===== src/rtl/manual_pulse.sv =====
// manual_pulse: single-step / manual-clock generator fed by the button debouncer.
// Each press produces one pulse that is PULSE_W cycles wide. When repeat_en is high,
// holding the button auto-repeats: the first gap is REPEAT_DELAY low cycles and every
// later gap is REPEAT_PERIOD low cycles. An 8-bit wrapping count of issued pulses
// drives the LED display.
module manual_pulse #(
    parameter int PULSE_W       = 1,
    parameter int REPEAT_DELAY  = 8,
    parameter int REPEAT_PERIOD = 4,
    parameter int CW            = 8
) (
    input  logic       sample_clk,
    input  logic       reset_n,
    input  logic       btn_in,
    input  logic       repeat_en,
    output logic       pulse_out,
    output logic       held,
    output logic [7:0] pulse_cnt
);

    // WAIT_REL is the reset state. It makes a button that is held through reset
    // wait for a release before any pulse is issued.
    localparam logic [1:0] WAIT_REL = 2'd0;
    localparam logic [1:0] IDLE     = 2'd1;
    localparam logic [1:0] FIRE     = 2'd2;
    localparam logic [1:0] HOLD     = 2'd3;

    // The counters run down to zero, so every reload value is the length minus one.
    localparam logic [CW-1:0] WIDTH_RELOAD  = CW'(PULSE_W - 1);
    localparam logic [CW-1:0] DELAY_RELOAD  = CW'(REPEAT_DELAY - 1);
    localparam logic [CW-1:0] PERIOD_RELOAD = CW'(REPEAT_PERIOD - 1);
    localparam logic [CW-1:0] CNT_ZERO      = {CW{1'b0}};
    localparam logic [CW-1:0] CNT_ONE       = {{(CW-1){1'b0}}, 1'b1};

    logic [1:0]    state_r,      state_s;
    logic [CW-1:0] width_cnt_r,  width_cnt_s;
    logic [CW-1:0] gap_cnt_r,    gap_cnt_s;
    logic [CW-1:0] gap_reload_r, gap_reload_s;   // length of the gap now running, used when repeat_en drops
    logic          first_r,      first_s;
    logic          pulse_r,      pulse_s;
    logic          held_r,       held_s;
    logic [7:0]    cnt_r,        cnt_s;

    // Next-state and datapath logic for the press / pulse / gap sequencer
    always_comb begin
        state_s      = state_r;
        width_cnt_s  = width_cnt_r;
        gap_cnt_s    = gap_cnt_r;
        gap_reload_s = gap_reload_r;
        first_s      = first_r;
        pulse_s      = pulse_r;
        cnt_s        = cnt_r;

        case (state_r)
            WAIT_REL: begin
                if (!btn_in) begin
                    state_s = IDLE;
                end else begin
                    state_s = WAIT_REL;
                end
            end

            IDLE: begin
                if (btn_in) begin
                    state_s     = FIRE;
                    pulse_s     = 1'b1;
                    width_cnt_s = WIDTH_RELOAD;
                    first_s     = 1'b1;
                    cnt_s       = cnt_r + 8'd1;
                end else begin
                    state_s = IDLE;
                    pulse_s = 1'b0;
                end
            end

            FIRE: begin
                // The pulse always runs its full width. The button is only looked at
                // once the width has expired.
                if (width_cnt_r == CNT_ZERO) begin
                    pulse_s = 1'b0;
                    if (!btn_in) begin
                        state_s = IDLE;
                    end else begin
                        state_s      = HOLD;
                        gap_reload_s = first_r ? DELAY_RELOAD : PERIOD_RELOAD;
                        gap_cnt_s    = first_r ? DELAY_RELOAD : PERIOD_RELOAD;
                        first_s      = 1'b0;
                    end
                end else begin
                    width_cnt_s = width_cnt_r - CNT_ONE;
                end
            end

            HOLD: begin
                // Release has priority. It wins even on the edge where the gap expires.
                if (!btn_in) begin
                    state_s = IDLE;
                end else if (!repeat_en) begin
                    // Freeze in HOLD. When repeat_en returns, the whole current gap runs again.
                    gap_cnt_s = gap_reload_r;
                end else if (gap_cnt_r == CNT_ZERO) begin
                    state_s     = FIRE;
                    pulse_s     = 1'b1;
                    width_cnt_s = WIDTH_RELOAD;
                    cnt_s       = cnt_r + 8'd1;
                end else begin
                    gap_cnt_s = gap_cnt_r - CNT_ONE;
                end
            end

            default: begin
                state_s = WAIT_REL;
                pulse_s = 1'b0;
            end
        endcase

        if ((state_s == FIRE) || (state_s == HOLD)) begin
            held_s = 1'b1;
        end else begin
            held_s = 1'b0;
        end
    end

    // State and output registers; an asserted reset clears everything immediately
    always_ff @(posedge sample_clk or negedge reset_n) begin
        if (!reset_n) begin
            state_r      <= WAIT_REL;
            width_cnt_r  <= CNT_ZERO;
            gap_cnt_r    <= CNT_ZERO;
            gap_reload_r <= CNT_ZERO;
            first_r      <= 1'b1;
            pulse_r      <= 1'b0;
            held_r       <= 1'b0;
            cnt_r        <= 8'd0;
        end else begin
            state_r      <= state_s;
            width_cnt_r  <= width_cnt_s;
            gap_cnt_r    <= gap_cnt_s;
            gap_reload_r <= gap_reload_s;
            first_r      <= first_s;
            pulse_r      <= pulse_s;
            held_r       <= held_s;
            cnt_r        <= cnt_s;
        end
    end

    assign pulse_out = pulse_r;
    assign held      = held_r;
    assign pulse_cnt = cnt_r;

endmodule


===== config.mk =====
export PLATFORM = sky130hd
export DESIGN_NAME = manual_pulse
export DESIGN_NICKNAME = d
export VERILOG_FILES = /design/src/rtl/manual_pulse.sv
export SDC_FILE = /design/constraint.sdc
export NUM_CORES = 1
export LEC_CHECK = 0
export BUFFER_PORTS_ARGS = -buffer_cell sky130_fd_sc_hd__clkbuf_2
export CORE_ASPECT_RATIO = 0.7
export CORE_UTILIZATION = 49
export CTS_CLUSTER_SIZE = 30
export DETAILED_ROUTE_END_ITERATION = 10
export PLACE_DENSITY = 0.73
export REMOVE_ABC_BUFFERS = 1
export SLEW_MARGIN = 20
export SYNTH_ARGS = -nofsm -noshare
export SYNTH_HDL_FRONTEND = slang
export SYNTH_SLANG_ARGS = --single-unit
export TNS_END_PERCENT = 5

===== constraint.sdc =====
create_clock -name sample_clk -period 6.8 [get_ports sample_clk]
set_input_delay 0.68 -clock sample_clk [delete_from_list [all_inputs] [get_ports sample_clk]]
set_output_delay 0.68 -clock sample_clk [all_outputs]
set_load 0.02 [all_outputs]

==> key figures, run 1 <==
Synthesis
  – Number of flops mapped to enable cells by yosys: 0
  – Cell variety after synth: 51
  – Post-synthesis sequential area ratio: 0.459
  – Syn avg cell area: 9.85 um2
  – Synth Instances: 172
  – Top-count cell post-synth: dfrtp_1
  – Asr flop ratio synth: 1.00
  – YS warnings: 0
  – FF+latch count, synth: 31
  – Most instantiated cells after synthesis: dfrtp_1, nor2_1, a21oi_1
  – Mapped Area: 0.00169 mm2
  – Ys flop type: dfrtp_1
  – Synth area leader: dfrtp_1
  – Largest cells by area after synthesis: dfrtp_1, xor2_1, a21oi_1
  – Synth top area share: 0.443

Worst hold path
  – HP Class: primary input to asynchronous set/reset pin

Clocking
  – Clk_lat worst skew: 280 ps
  – Htree depth: 2
  – Post-CTS Hold Buffers: 0
  – CTS Buf Count: 5
  – Clk root buf: clkbuf_8
  – Resize count post-CTS: 0
  – Setup bufs post-CTS: 0
  – Clock slew at the register clock pins of the worst setup and hold paths: 70 ps
  – CTS max path bufs: 2
  – CTS tree: done
  – CTS Sinks: 31

Placement
  – RePlAce Congestion: 0.958
  – I/O Buffers: 13
  – Placed Cells: 221
  – Dpl cell area: 0.00176 mm2
  – Detailed-placement wirelength estimate: 2510 um

Timing
  – Final period util: 0.350
  – Unrepaired setup endpoints after global routing: no
  – Clk_skew: 5.97 ps
  – Worst-Margin Slew: 757 ps
  – Setup TNS: 0 ps
  – Achievable Freq: 420 MHz
  – Final setup fails: 0
  – Fin. Hold Viols: 0
  – Count of final max-slew check failures: 0
  – Post-route minimum period: 2380 ps
  – Worst slew margin: 0.495

Drt
  – Via total after detailed routing: 1347
  – 1st-pass router iterations: 4
  – Routed WL: 3480 um
  – Remaining DRCs: 0
  – Routed wire per std cell: 15.2 um
  – Drt initial violations: 180
  – Via density: 5.88
  – Final ANT Viol Nets: 0

Finish
  – Fin nets: 189
  – Final cell count without fillers: 229
  – Post-layout instance area: 0.00186 mm2
  – # fillers: 272
  – Share of post-route cells with drive strength above 1: 0.170
  – Synthesis-to-layout area growth: 9.75%
  – Ant. Diodes: 0

Floorplanning
  – Die height: 51.2 um
  – Ports: 14
  – Initial core utilization: 0.527
  – Row count: 17
  – Die W: 72.3 um
  – Core Area: 0.00321 mm2
  – Die area: 0.00370 mm2

Pwr
  – Part of the power in the clock network: 0.451
  – Fraction of power consumed by sequential logic: 0.530
  – Pwr/cell area: 188 mW/mm2
  – Switch Pwr: 0.0720 mW
  – Static Leakage: 0.823 nW
  – Switching share of power: 0.206
  – Pint: 0.278 mW
  – Power Total: 0.350 mW
  – Max VDD drop: 0.0921 mV
  – Combinational power share: 0.019

Critical path
  – Critical Path Sink Type: register
  – Crit start category: register
  – WP data arrival: 2550 ps
  – Required time worst endpoint: 6970 ps
  – Max FO, Critical Path: 9
  – Crit Path Class: register to register

GRT
  – Initial antenna violation count: 0
  – Vias in the first global route: 1322
  – Tot GR Track Use: 0.221
  – Largest net degree at the start of global routing: 32
  – Global-route wire length before repair: 6020 um
  – Grt ovf: 0

Job
  – Max_cap viols: 0

Run status
  – Status: complete, no violations
-- worst paths after layout --
kind	start	to	slack, ps	cells after the start
max in group asynchronous	reset_n	gap_cnt_r[1]	5860	1
min reg2reg	gap_reload_r[1]	gap_reload_r[1]	470	1
min	reset_n	pulse_cnt[2]	460	1
max reg2reg	width_cnt_r[0]	gap_cnt_r[0]	4420	6
max	width_cnt_r[0]	gap_cnt_r[0]	4420	6
min in group sample_clk	gap_reload_r[1]	gap_reload_r[1]	470	1
-- registers in the layout (all words and copies together) (netlist names) --
name and cells:
gap_cnt_r 8, pulse_cnt 8, width_cnt_r 8, gap_reload_r 2, state_r 2, first_r 1, held 1, pulse_out 1
-- per-layer routing --
layer,up-vias,GRT usage,share of wire
met5,-,0,0
met4,0,0.124,0.021
met3,11,0.0631,0.058
met2,58,0.327,0.44
met1,634,0.293,0.48
li1,644,-,-
-- worst max-delay path, stage by stage (launching register included) --
cell and delay (ps):
dfrtp_1 430, inv_1 100, ha_1 150, or3b_2 540, or4b_4 590, a211o_2 320, o211a_1 130
-- kinds of logic (layout without fill, tap and decap cells) --
logic type	count (synthesis)	after routing	share of synthesized area
AND/OR/NAND/NOR	59	59	0.197
AO/OA/AOI/OAI	42	42	0.177
flip-flops	31	31	0.459
buffers and inverters	21	31	0.0569
XOR/XNOR	12	12	0.0620
adder cells (fa/ha/maj)	4	4	0.0295
multiplexers	3	3	0.0192
-- power by group through the flow --
stage | clock network (mW) | logic [mW] | registers (mW)
after floorplan | 0 | 0.00123 | 0.189
after global placement | 0 | 0.00677 | 0.189
after detailed placement | 0 | 0.00705 | 0.189
after CTS | 0.162 | 0.00704 | 0.185
after global routing | 0.169 | 0.00817 | 0.185
final | 0.158 | 0.00680 | 0.185
-- metrics by stage --
step / hold slack [ps] / utilization / worst slack (ps)
2_1_floorplan: 384 / - / 4600
3_3_place_gp: 460 / 0.548 / 4510
3_5_place_dp: 456 / 0.548 / 4430
4_1_cts: 474 / 0.579 / 4420
5_1_grt: 483 / 0.579 / 4300
6_report: 456 / 0.579 / 4420
-- final cells by class --
type                       instances  area (um2)  area share
clock buffer                       8         100      0.0538
inverter                          10        37.5      0.0202
multi-input combinational        120         821       0.441
sequential                        31         777       0.418
tap                               47        58.8      0.0316
timing repair buffer              13        65.1      0.0350
-- cells in the final DEF, fill, tap and decap left out, types with 3 or more instances in the layout --
cell type / count
xor2_1: 10
nor3_1: 6
clkbuf_2: 13
o21ai_0: 5
nand2_1: 7
o211ai_1: 3
nand3_1: 6
dfrtp_1: 30
nor4_1: 4
a21oi_1: 11
nand4_1: 5
or3_1: 3
ha_1: 4
or4_1: 3
clkbuf_8: 7
nor2_1: 13
inv_1: 10
Note: power is estimated with default switching activity, not from simulation.
==> inputs of run 2 (changes only) <==
--- a/config.mk
+++ b/config.mk
@@ -10,7 +10,7 @@
 export CORE_UTILIZATION = 49
 export CTS_CLUSTER_SIZE = 30
 export DETAILED_ROUTE_END_ITERATION = 10
-export PLACE_DENSITY = 0.73
+export PLACE_DENSITY = 0.76
 export REMOVE_ABC_BUFFERS = 1
 export SLEW_MARGIN = 20
 export SYNTH_ARGS = -nofsm -noshare
==> constraint.sdc (replaced) <==
create_clock -name sample_clk -period 2.1 [get_ports sample_clk]
set_input_delay 0.21 -clock sample_clk [delete_from_list [all_inputs] [get_ports sample_clk]]
set_output_delay 0.21 -clock sample_clk [all_outputs]
set_load 0.02 [all_outputs]
==> run 2 against run 1 <==
  * The flow now finishes with violations (hold timing)
  * Via count up 6.5%
  * Clock power grew to 3.2 times the previous value
  * Critical path depth unchanged
  * Critical path type unchanged
  * Die area unchanged
  * Sequential cell count is the same
  * Final area rose by 10%
  * Wire length rose by 7.3%
  * Worst hold slack got worse by 470 ps
  * Combinational power increased to 3.6 times the previous value
  * Largest power group unchanged
  * Clock skew grew 0.99 ps
  * Cell count rose by 8.7%
==> key figures, run 2 (synthesis results as in run 1) <==
Finish
  – Commonest non-fill, non-tap cell in the layout: dfrtp_1
  – Fin nets: 209
  – Ant. Diodes: 0
  – Share of post-route cells with drive strength above 1: 0.287
  – # fillers: 270
  – Storage cell area: 777 um2
  – Area of the multi-input gates: 857 um2
  – Post-layout instance area: 0.00205 mm2
  – Synthesis-to-layout area growth: 20.8%
  – Final cell count without fillers: 249
  – Commonest non-fill, non-tap cells in the layout: dfrtp_1, buf_4, nor2_1, clkbuf_2, a21oi_1

Timing
  – Hold slack: -14.0 ps
  – Achievable Freq: 484 MHz
  – Final period util: 0.984
  – Worst slew margin: 0.486
  – Unrepaired setup endpoints after global routing: yes
  – Post-route minimum period: 2070 ps
  – Count of final max-slew check failures: 0
  – Clk_skew: 6.96 ps
  – Final setup fails: 0
  – Worst-Margin Slew: 771 ps
  – Fin. Hold Viols: 7
  – PnR worst setup slack: 33.7 ps

Floorplanning
  – Die height: 51.2 um
  – Core Area: 0.00321 mm2
  – Row count: 17
  – Initial core utilization: 0.527
  – Die W: 72.3 um
  – Ports: 14
  – Die area: 0.00370 mm2

Placement
  – Placed Cells: 241
  – I/O Buffers: 13
  – Detailed-placement wirelength estimate: 2600 um
  – RePlAce Congestion: 0.931
  – Dpl cell area: 0.00191 mm2
  – DP Worst Slack: -40.3 ps

GRT
  – Initial antenna violation count: 0
  – Largest net degree at the start of global routing: 32
  – Grt ovf: 0
  – Tot GR Track Use: 0.227
  – Global-route wire length before repair: 6290 um
  – Vias in the first global route: 1407

Critical path
  – CP max-delay cell: or4b_4
  – Max FO, Critical Path: 7
  – Crit start category: register
  – CP Cell Sequence: inv_2 -> ha_1 -> or3b_4 -> or4b_4 -> a211o_2 -> o211a_1
  – WP data arrival: 2240 ps
  – Critical Path Sink Type: register
  – CP peak stage delay: 540 ps
  – Required time worst endpoint: 2270 ps
  – Crit Path Class: register to register

Job
  – Max_cap viols: 0

Clocking
  – CTS Buf Count: 5
  – Setup bufs post-CTS: 0
  – CTS tree: done
  – Post-CTS Hold Buffers: 0
  – Clock slew at the register clock pins of the worst setup and hold paths: 60 ps
  – Htree depth: 2
  – Clk_lat worst skew: 290 ps
  – Clk root buf: clkbuf_8
  – CTS max path bufs: 2
  – CTS Sinks: 31

Pwr
  – Pwr/cell area: 556 mW/mm2
  – Static Leakage: 0.920 nW
  – Max VDD drop: 0.361 mV

Drt
  – Via total after detailed routing: 1435
  – Routed wire per std cell: 15.0 um
  – Final ANT Viol Nets: 0
  – Routed WL: 3730 um
  – Remaining DRCs: 0
  – Via density: 5.76
  – 1st-pass router iterations: 4
  – Drt initial violations: 127

Run status
  – Status: complete, but fails checks
  – Failing checks: hold timing

Worst hold path
  – HP Class: primary input to asynchronous set/reset pin
-- run 2: where the power goes --
| group | leakage (nW) | total (mW) | internal, mW | switching [mW] |
|---|---|---|---|---|
| combinational | 0.508 | 0.0247 | 0.00518 | 0.0195 |
| sequential | 0.360 | 0.599 | 0.598 | 0.000448 |
| clock | 0.0515 | 0.513 | 0.299 | 0.215 |
-- run 2: final timing paths --
| check | startpoint | end | slack (ps) | cells after the start |
|---|---|---|---|---|
| setup / recovery | width_cnt_r[0] | gap_cnt_r[0] | 30 | 6 |
| hold reg to reg | pulse_cnt[7] | pulse_cnt[7] | 470 | 1 |
| min in group sample_clk | btn_in | state_r[0] | 200 | 2 |
| hold / removal | reset_n | width_cnt_r[5] | -10 | 1 |
| max in group asynchronous | reset_n | gap_cnt_r[1] | 1620 | 1 |
| setup reg to reg | width_cnt_r[0] | gap_cnt_r[0] | 30 | 6 |
-- run 2: cell type report --
| cell class | instances | share of cell area |
|---|---|---|
| clock buffer | 8 | 0.0489 |
| sequential | 31 | 0.380 |
| inverter | 10 | 0.0183 |
| multi-input combinational | 120 | 0.419 |
| timing repair buffer | 33 | 0.105 |
| tap | 47 | 0.0287 |
-- run 2: stage by stage --
stage | total power [mW] | setup TNS [ps] | hold WS (ps) | utilization
6_report | 1.14 | 0 | -14.0 | 0.637
2_1_floorplan | 0.615 | -324 | -85.6 | -
3_3_place_gp | 0.635 | 0 | 311 | 0.594
5_1_grt | 1.18 | -53.4 | 39.8 | 0.637
3_5_place_dp | 0.635 | -103 | 324 | 0.594
4_1_cts | 1.15 | 0 | 15.6 | 0.626
-- run 2: metal layers --
| metal | up-vias | wire length [um] | GRT usage |
|---|---|---|---|
| li1 | 682 | - | - |
| met3 | 10 | 192 | 0.0533 |
| met4 | 0 | 89 | 0.114 |
| met2 | 47 | 1670 | 0.341 |
| met1 | 696 | 1770 | 0.307 |
| met5 | - | 0 | 0 |
-- run 2: worst max-delay path, delay by kind of cell (launching register included) --
kind,cells,cell delay [ps]
adders and majority gates,1,130
buffers and inverters,1,70
and+or+nand+nor,2,910
DFF,1,400
AOI/OAI and AO/OA,2,440
-- run 2: timing repair --
item	CTS	global route
gates resized for setup	2	7
pin swaps	1	1
setup endpoints to repair	5	9
==> inputs of run 3 (changes only) <==
--- a/config.mk
+++ b/config.mk
@@ -8,6 +8,7 @@
 export BUFFER_PORTS_ARGS = -buffer_cell sky130_fd_sc_hd__clkbuf_2
 export CORE_ASPECT_RATIO = 0.7
 export CORE_UTILIZATION = 49
+export CTS_BUF_LIST = sky130_fd_sc_hd__clkbuf_8
 export CTS_CLUSTER_SIZE = 30
 export DETAILED_ROUTE_END_ITERATION = 10
 export PLACE_DENSITY = 0.76
==> run 3 against run 2 <==
  * Die area did not move
  * Highest routed layer unchanged
  * Via count down 0.21%
  * Sequential share of layout area unchanged
  * Setup slack hardly changed
  * Clock-buffer cell count shrank 1
  * Register-to-register slack is essentially flat
  * The flow still finishes with violations (hold timing)
  * Largest cell class unchanged
  * Maximum frequency about the same
  * Sequential cell count did not move
  * Largest power group unchanged
  * Critical endpoint unchanged
==> key figures, run 3 (synthesis results as in run 1) <==
Run status
  – Status: complete, but fails checks
  – Failing checks: hold timing

GRT
  – Grt ovf: 0
  – Initial antenna violation count: 0
  – Vias in the first global route: 1407
  – Largest net degree at the start of global routing: 32
  – Tot GR Track Use: 0.227
  – Global-route wire length before repair: 6290 um

Worst hold path
  – HP Class: primary input to asynchronous set/reset pin

Pwr
  – Pwr/cell area: 553 mW/mm2
  – Pint: 0.897 mW
  – Max VDD drop: 0.361 mV
  – Static Leakage: 0.925 nW
  – Combinational power share: 0.022
  – Switching share of power: 0.207
  – Part of the power in the clock network: 0.449
  – Fraction of power consumed by sequential logic: 0.529
  – Switch Pwr: 0.235 mW

Critical path
  – Crit start category: register
  – Crit Path Class: register to register
  – WP data arrival: 2240 ps
  – Setup slack, reg-to-reg: 30 ps
  – Critical Path Sink Type: register
  – Required time worst endpoint: 2270 ps
  – Max FO, Critical Path: 7

Floorplanning
  – Initial core utilization: 0.527
  – Die area: 0.00370 mm2
  – Ports: 14
  – Row count: 17
  – Die height: 51.2 um
  – Die W: 72.3 um
  – Core Area: 0.00321 mm2

Placement
  – Detailed-placement wirelength estimate: 2600 um
  – DP Worst Slack: -40.3 ps
  – I/O Buffers: 13
  – Dpl cell area: 0.00191 mm2
  – RePlAce Congestion: 0.931

Finish
  – Commonest non-fill, non-tap cells in the layout: dfrtp_1, buf_4, nor2_1, clkbuf_2, a21oi_1
  – Storage cell area: 777 um2
  – Synthesis-to-layout area growth: 20.8%
  – # fillers: 270
  – Final core utilization: 0.637
  – Fin nets: 209
  – Share of post-route cells with drive strength above 1: 0.287
  – Commonest non-fill, non-tap cell in the layout: dfrtp_1
  – Ant. Diodes: 0
  – Area of the multi-input gates: 857 um2
  – Post-layout instance area: 0.00205 mm2

Drt
  – Routed WL: 3730 um
  – Remaining DRCs: 0
  – WL met2: 1670 um
  – 1st-pass router iterations: 4
  – Via density: 5.75
  – Met3 wire length: 195 um
  – DR top layer: met4
  – Via total after detailed routing: 1432
  – Drt initial violations: 127
  – Final ANT Viol Nets: 0
  – Routed wire per std cell: 15.0 um
  – Metal-1 WL: 1770 um

Timing
  – Clk_skew: 6.95 ps
  – PnR worst setup slack: 33.8 ps
  – Final setup fails: 0
  – Unrepaired setup endpoints after global routing: yes
  – Post-route minimum period: 2070 ps
  – Count of final max-slew check failures: 0
  – Worst-Margin Slew: 771 ps
  – Final period util: 0.984
  – Worst slew margin: 0.486
  – Hold slack: -13.9 ps
  – Setup TNS: 0 ps
  – Fin. Hold Viols: 7
  – Achievable Freq: 484 MHz

Clocking
  – Setup bufs post-CTS: 0
  – Clock slew at the register clock pins of the worst setup and hold paths: 60 ps
  – CTS max path bufs: 2
  – Htree depth: 2
  – CTS tree: done
  – CTS Sinks: 31
  – Clk root buf: clkbuf_8
  – CTS Buf Count: 5
  – Clk_lat worst skew: 290 ps

Job
  – Max_cap viols: 0
[run 3: path summary, 6_finish.rpt]
check / start / end / cells after the start
hold reg to reg: pulse_cnt[7] / pulse_cnt[7] / 1
hold / removal: reset_n / width_cnt_r[5] / 1
min in group sample_clk: btn_in / state_r[0] / 2
setup reg to reg: width_cnt_r[0] / gap_cnt_r[0] / 6
setup / recovery: width_cnt_r[0] / gap_cnt_r[0] / 6
max in group asynchronous: reset_n / gap_cnt_r[1] / 1
[run 3: final cells by class]
cell class	count	area share
Tap cell	47	0.0287
Timing Repair Buffer	33	0.105
Sequential cell	31	0.380
Inverter	10	0.0183
Multi-Input combinational cell	120	0.419
Clock inverter	1	0.00183
Clock buffer	7	0.0471
[run 3: power groups by stage]
| stage | sequential, mW | combinational, mW | clock [mW] |
|---|---|---|---|
| final | 0.599 | 0.0247 | 0.509 |
| after global routing | 0.598 | 0.0288 | 0.550 |
| after CTS | 0.599 | 0.0255 | 0.518 |
| after detailed placement | 0.610 | 0.0255 | 0 |
| after global placement | 0.610 | 0.0249 | 0 |
| after floorplan | 0.611 | 0.00399 | 0 |
[run 3: worst max-delay path: stages, from the launching register on]
cell     delay [ps]
dfrtp_1         400
inv_2            70
ha_1            130
or3b_4          370
or4b_4          540
a211o_2         320
o211a_1         120
[run 3: per-stage QoR]
| step | cells | hold WS, ps | power, mW |
|---|---|---|---|
| after floorplan | 161 | -85.6 | 0.615 |
| after global placement | 241 | 311 | 0.635 |
| after detailed placement | 241 | 324 | 0.635 |
| after CTS | 249 | 15.6 | 1.14 |
| after global routing | 249 | 39.8 | 1.18 |
| final | 249 | -13.9 | 1.13 |
[run 3: what timing repair did]
action                                  in CTS  in global routing
endpoints found under the setup margin       5                  9
gates resized for setup                      2                  7
hold buffers                                 0                  0
pin swaps                                    1                  1
[run 3: metal layers]
| layer | vias up | track usage |
|---|---|---|
| met5 | - | 0 |
| met4 | 0 | 0.114 |
| met3 | 10 | 0.0533 |
| met2 | 47 | 0.341 |
| met1 | 693 | 0.307 |
| li1 | 682 | - |
